### config.mk
export PLATFORM = sky130hd
export DESIGN_NAME = hamming_enc
export DESIGN_NICKNAME = d
export VERILOG_FILES = /design/src/rtl/hamming_enc_pkg.sv /design/src/rtl/hamming_enc_core.sv /design/src/rtl/hamming_enc.sv
export SDC_FILE = /design/constraint.sdc
export NUM_CORES = 1
export LEC_CHECK = 0
export CAP_MARGIN = 20
export CORE_ASPECT_RATIO = 0.6
export CORE_MARGIN = 5
export CORE_UTILIZATION = 45
export CTS_BUF_LIST = sky130_fd_sc_hd__clkbuf_16
export CTS_CLUSTER_SIZE = 12
export DETAILED_ROUTE_END_ITERATION = 8
export PLACE_DENSITY = 0.69
export SLEW_MARGIN = 5
export SYNTH_ARGS = -nofsm -noshare
export SYNTH_HDL_FRONTEND = slang
export SYNTH_HIERARCHICAL = 1
export SYNTH_SLANG_ARGS = --single-unit
### constraint.sdc
create_clock -name clk -period 2.9 [get_ports clk]
set_clock_uncertainty 0.05 [all_clocks]
set_input_delay 0.87 -clock clk [delete_from_list [all_inputs] [get_ports clk]]
set_output_delay 0.87 -clock clk [all_outputs]
set_load 0.02 [all_outputs]
### src/rtl/hamming_enc_pkg.sv
// hamming_enc_pkg: Hamming(15,11) layout constants shared by the encoder and the team decoder.
package hamming_enc_pkg;
    localparam int DATA_W = 11;
    localparam int CODE_W = 15;

    typedef logic [DATA_W-1:0] data_t;
    typedef logic [CODE_W-1:0] code_t;

    // out_code index = 15 - Hamming position
    localparam int P1_IDX = 14;
    localparam int P2_IDX = 13;
    localparam int P4_IDX = 11;
    localparam int P8_IDX = 7;

    // DATA_IDX[i] is the out_code index carrying in_data[i]
    localparam int DATA_IDX [DATA_W] = '{0, 1, 2, 3, 4, 5, 6, 8, 9, 10, 12};

    // Data indices covered by each parity bit (even parity)
    localparam code_t P1_MASK = 15'h1555;
    localparam code_t P2_MASK = 15'h1333;
    localparam code_t P4_MASK = 15'h070F;
    localparam code_t P8_MASK = 15'h007F;
endpackage

### src/rtl/hamming_enc_core.sv
// hamming_enc_core: combinational Hamming(15,11) encode followed by optional single-bit error injection.
module hamming_enc_core
    import hamming_enc_pkg::*;
(
    input  logic [DATA_W-1:0] data,
    input  logic              inj_en,
    input  logic [3:0]        inj_pos,
    output logic [CODE_W-1:0] code
);
    code_t raw;
    code_t inj_mask;

    always_comb begin
        raw = '0;
        for (int i = 0; i < DATA_W; i++) raw[DATA_IDX[i]] = data[i];
        // masks never cover parity indices, so the order of these four is irrelevant
        raw[P1_IDX] = ^(raw & P1_MASK);
        raw[P2_IDX] = ^(raw & P2_MASK);
        raw[P4_IDX] = ^(raw & P4_MASK);
        raw[P8_IDX] = ^(raw & P8_MASK);
    end

    assign inj_mask = (inj_en && inj_pos != 4'd0) ? code_t'(1) << (4'd15 - inj_pos) : '0;
    assign code     = raw ^ inj_mask;
endmodule

### src/rtl/hamming_enc.sv
// hamming_enc: Hamming(15,11) encoder with a DEPTH-entry output FIFO and accepted-word counter.
module hamming_enc
    import hamming_enc_pkg::*;
#(
    parameter int DEPTH = 2
) (
    input  logic              clk,
    input  logic              rst_n,
    input  logic              in_valid,
    output logic              in_ready,
    input  logic [DATA_W-1:0] in_data,
    input  logic              inj_en,
    input  logic [3:0]        inj_pos,
    input  logic              flush,
    output logic              out_valid,
    input  logic              out_ready,
    output logic [CODE_W-1:0] out_code,
    output logic [15:0]       word_cnt
);
    localparam int AW = $clog2(DEPTH);

    code_t         mem [DEPTH];
    code_t         enc;
    logic [AW-1:0] wr_ptr;
    logic [AW-1:0] rd_ptr;
    logic [AW:0]   occ;
    logic          push;
    logic          pop;

    hamming_enc_core u_core (
        .data    (in_data),
        .inj_en  (inj_en),
        .inj_pos (inj_pos),
        .code    (enc)
    );

    assign in_ready  = occ < (AW+1)'(DEPTH);
    assign out_valid = occ != '0;
    assign out_code  = mem[rd_ptr];
    assign push      = in_valid && in_ready;
    assign pop       = out_valid && out_ready;

    always_ff @(posedge clk or negedge rst_n) begin
        if (!rst_n) begin
            wr_ptr   <= '0;
            rd_ptr   <= '0;
            occ      <= '0;
            word_cnt <= '0;
        end else if (flush) begin
            wr_ptr <= '0;
            rd_ptr <= '0;
            occ    <= '0;
        end else begin
            wr_ptr   <= wr_ptr + AW'(push);
            rd_ptr   <= rd_ptr + AW'(pop);
            occ      <= occ + (AW+1)'(push) - (AW+1)'(pop);
            word_cnt <= word_cnt + 16'(push);
        end
    end

    // storage is deliberately unreset; out_valid gates its meaning
    always_ff @(posedge clk) begin
        if (push && !flush) mem[wr_ptr] <= enc;
    end
endmodule
== Yosys cells after proc, flatten, opt, wreduce, memory -nomap -nowiden ==
Memories as Yosys holds them, arrays and structs flattened.
Cells that the tools add are included.
Word-level totals
  flip-flop bits (word level): 20
  bits in writable memories: 30
  memories kept: 1
Operators by class
  add/subtract/negate cells: 6
  magnitude comparators: 1
  shift operators: 1
  muxes and demuxes: 6
  bitwise operators: 1
  reductions and logical operators: 11
Memory list
  mem: words 2, bits a word 15, read ports 1, clocked after Yosys merged registers in 0, write ports 1, RTL line hamming_enc.sv:22  | code_t mem [DEPTH];
Operator list (count)
  $reduce_xor A15 Y1: 4
  $add A16 B1 Y16: 1
  $mux W15: 1
  $shl A1 B4 Y15 const A: 1
  $xor A15 B15 Y15: 1
  $logic_and A1 B1 Y1: 4
  $mux W1: 4
  $reduce_bool A4 Y1: 1
  $sub A4 B4 Y4 const A: 1
  $add A1 B1 Y1: 2
  $add A2 B1 Y2: 1
  $lt A2 B2 Y1 const B: 1
  $mux W2: 1
  $reduce_bool A2 Y1: 1
  $sub A2 B1 Y2: 1
  $logic_not A1 Y1: 1

== Longest topological paths before layout ==
  depth after elaboration: 5
  mapped depth: 8
  depth with buffers taken out: 8

== Cells and area by module ==
The synthesis kept the hierarchy.
By module, submodules not included
  hamming_enc: times used 1, cells each 132, area an instance 2072.0 um^2, sequential area each 1401.3 um^2
  hamming_enc_core: times used 1, cells each 54, area an instance 499.2 um^2, sequential area each 0.0 um^2

== Worst setup path before layout ==
OpenSTA, ideal clock, no wires.
  kind: input port to flip-flop
  start: in flush
  end: mem mem[1][0] (netlist bit) (enable)
  arrival: 2.167 ns
  required time: 2.441 ns
  path slack: 0.273 ns
  stages: 2
  cells stage by stage: buf_8 > nor3b_1
On the way
  cells in the longest elaborated chain, start to end: 4
RTL lines
  from (decl): RTL line hamming_enc.sv:14  | input logic flush,
  $logic_not A1 Y1: RTL line hamming_enc.sv:63  | if (push && !flush) mem[wr_ptr] <= enc;
  $logic_and A1 B1 Y1: RTL line hamming_enc.sv:63
  $mux W1: RTL line hamming_enc.sv:63
  $mux W1 (not written as such): RTL line hamming_enc.sv:63
  to (decl): RTL line hamming_enc.sv:22
No other way between the ends.

== Final worst setup path ==
  start: reg rd_ptr
  end: out out_code[3]
On the way
  cells in the longest elaborated chain, start to end: 1
RTL lines
  from (decl): RTL line hamming_enc.sv:25  | logic [AW-1:0] rd_ptr;
  from (signal assigned): RTL line hamming_enc.sv:55  | rd_ptr <= rd_ptr + AW'(pop);
  $mem_v2 Z2 W15
  to (decl): RTL line hamming_enc.sv:17  | output logic [CODE_W-1:0] out_code,
No other way between the ends.

==> reports/metrics.yaml <==
numPortBuffers: 53
nNetsFinal: 271
synth_mux_area_share_pct: 7.445
clk_latency_ns: 0.28
grt_use_met1_pct: 23.29
dieWidth_microns: 107.6
p_per_area_nw_per_um2: 694.9
worstPathRequired_ns: 1.98
ant_nets: 0
gr-max-usage-layer: "met1"
fin_tns_setup_ns: 0
fill_cells: 481
rr_worst_depth: 7
cp.arrival_ns: 1.74
synth_xor_area_share_pct: 20.19
netlist_area_sq_um: 2571
cts_hold_buf: 0
synth_top_family_by_area: "XOR/XNOR gates"
grt_pass1_wl_microns: 8155
crit_start: "rd_ptr"
holdPathStages: 1
intPower_mw: 1.620
synthCells: 186
syn_to_final_growth_pct: 30.71
hp-start: "word_cnt[15]"
hold_viol: 0
placed_area_sq_um: 3224
yosysUniqueCellTypes: 33
layout_common_cells: "clkdlybuf4s50_1 (53), edfxtp_1 (30), dfrtp_1 (20), xor2_1 (18), xnor2_1 (17)"
cts_root_buf: "clkbuf_16"
crit_chain: "buf_4 > mux2_2 > clkdlybuf4s50_1"
netSwitchingFraction_pct: 30.65
htree_levels: 2
cap_violations: 0
drv_slew: 0
synthAdderAreaFrac_pct: 1.460
place_congestion: 0.8444
layout_commonest_cell: "clkdlybuf4s50_1"
critPathMaxFanout: 10
postLayoutCellArea_sq_um: 3361
r2r_slack_ns: 1.05
synthTopCellsByArea: "edfxtp_1 (35%), dfrtp_1 (19%), xnor3_1 (7.0%), xor2_1 (6.1%), xnor2_1 (5.8%)"
crit_path_start_kind: "flip-flop"
grtUsageMet3_pct: 3.349
p_comb_share_pct: 35.9
use_met2_pct: 19.81
timing.hold.ws_ns: 0.4235
final_layout_size_suffix_gt1_share_pct: 14.11
p_seq_share_pct: 41.0
drtPass1Iterations: 4
grt-ovfl-total: 0
drc: 0
fmax_mhz: 376.1
max-vdd-ir-drop_v: 0.0003334
ys_warn_count: 6
dieHeight_microns: 68.55
synth_top_area_cell: "edfxtp_1"
track_usage_pct: 14.84
cts_made_buffers: 5
timing.rr.start: "occ[1]"
switchingPower_mw: 0.7159
cts_tree: "built"
rsz0062_at_grt: "no"
core_sq_um: 5570
cts_sinks: 50
setup_viol: 0
leakage_nw: 1.342
crit_path_end: "out_code[3]"
rows: 21
power_mw: 2.335
p_clk_share_pct: 23.1
synth_seq_cells: 50
hp-class: "flip-flop to flip-flop"
reg2reg_to: "word_cnt[9]"
slowest_delay_ns: 0.54
grt_pass1_vias: 1591
yosysSeqAreaShare_pct: 54.50
hpwl_microns: 3813
clk_pin_slew_ns: 0.06
antenna_cells: 0
dieArea_sq_um: 7375
synth.top_cell.area_share_pct: 35.04
fin_crit_ns: 2.659
relSlewSlack_pct: 70.27
worst_slew_pin_slew_ns: 0.4449
drt-total-wl_microns: 4937
viasPerCell: 4.771
worst_setup_path_end_kind: "output port"
grt_max_degree: 21
dr_total_vias: 1565
drt_iter0_drc: 45
worstSetupPathType: "flip-flop to output port"
cts_setup_buffers: 0
slowest_stage: "clkdlybuf4s50_1"
antenna_found_initial: 0
synth_compound_area_share_pct: 0.2433
status: "finished, final reports clean"
post_cts_resize_count: 0
clk_path_buf_depth: 2
start_util_pct: 46.16
synth_nets: 210
syn_avg_cell_area_sq_um: 13.82
min_period_over_period_pct: 91.70
yosys.area_share.simple_pct: 14.45
ios: 54
wl_per_cell_microns: 15.05
==> through the flow <==
step	setup WS (ns)	utilization, %	std cells
floorplan	0.2733	-	186
global placement	0.1578	57.88	320
detailed placement	0.1154	57.88	320
CTS	0.2227	60.33	328
global route	0.1640	60.33	328
finish	0.2408	60.33	328
==> worst max-delay path: cells and delay by family, from the launching register on <==
family / cells / cell delay [ns]
flip-flops: 1 / 0.35
multiplexers: 1 / 0.37
buffers and inverters: 2 / 0.74
==> final cells by class <==
class | instances | area [sq um] | area share, %
repair buffers | 59 | 575.6 | 17.13
multi-input cells | 128 | 1136 | 33.80
clock inverters | 3 | 11.26 | 0.3351
flip-flops and latches | 50 | 1401 | 41.70
clock buffers | 5 | 125.1 | 3.723
well taps | 80 | 100.1 | 2.978
inverters | 3 | 11.26 | 0.3351
==> registers in the layout, indices dropped and copies added, names as in the netlist <==
| signal | count |
|---|---|
| mem | 30 |
| occ | 2 |
| rd_ptr | 1 |
| word_cnt | 16 |
| wr_ptr | 1 |
==> synthesized netlist by cell type (all sizes together) <==
cell / count
a31oi: 1
and2: 1
and3: 2
and4: 1
buf: 3
clkbuf: 2
dfrtp: 20
edfxtp: 30
ha: 3
inv: 3
mux2: 17
nand2: 11
nand2b: 6
nand3: 5
nand3b: 4
nand4: 4
nor2: 13
nor2b: 2
nor3: 7
nor3b: 3
nor4: 2
or2: 1
xnor2: 19
xnor3: 8
xor2: 18
==> layer usage <==
layer  vias up  share of wire, %
met5         -                 0
met4         0              0.97
met3         5               3.6
met2        26                41
met1       763                54
li1        771                 -
==> how the worst min path moves through the flow <==
| stage | endpoint | slack, ns |
|---|---|---|
| final | word_cnt[15] | 0.42 |
| after detailed placement | word_cnt[15] | 0.42 |
| after global routing | word_cnt[15] | 0.45 |
| after global placement | word_cnt[15] | 0.41 |
| after floorplan | wr_ptr | 0.47 |
| after CTS | word_cnt[15] | 0.43 |
==> power by group through the flow <==
stage	logic, mW	registers [mW]	clock network [mW]
floorplan	0.460	1.00	0
global placement	0.841	0.971	0
detailed placement	0.847	0.972	0
CTS	0.852	0.960	0.556
global route	0.898	0.977	0.592
finish	0.838	0.957	0.540
==> kinds of logic (layout without fill, tap and decap cells) <==
kind of cell	count (synthesis)	count (layout)
AOI/OAI and AO/OA	1	1
DFF	50	50
and+or+nand+nor	62	62
buffers and inverters	8	70
muxes	17	17
xor gates and xnor gates	45	45
adders and majority gates	3	3
(Power assumes the default switching activity.)
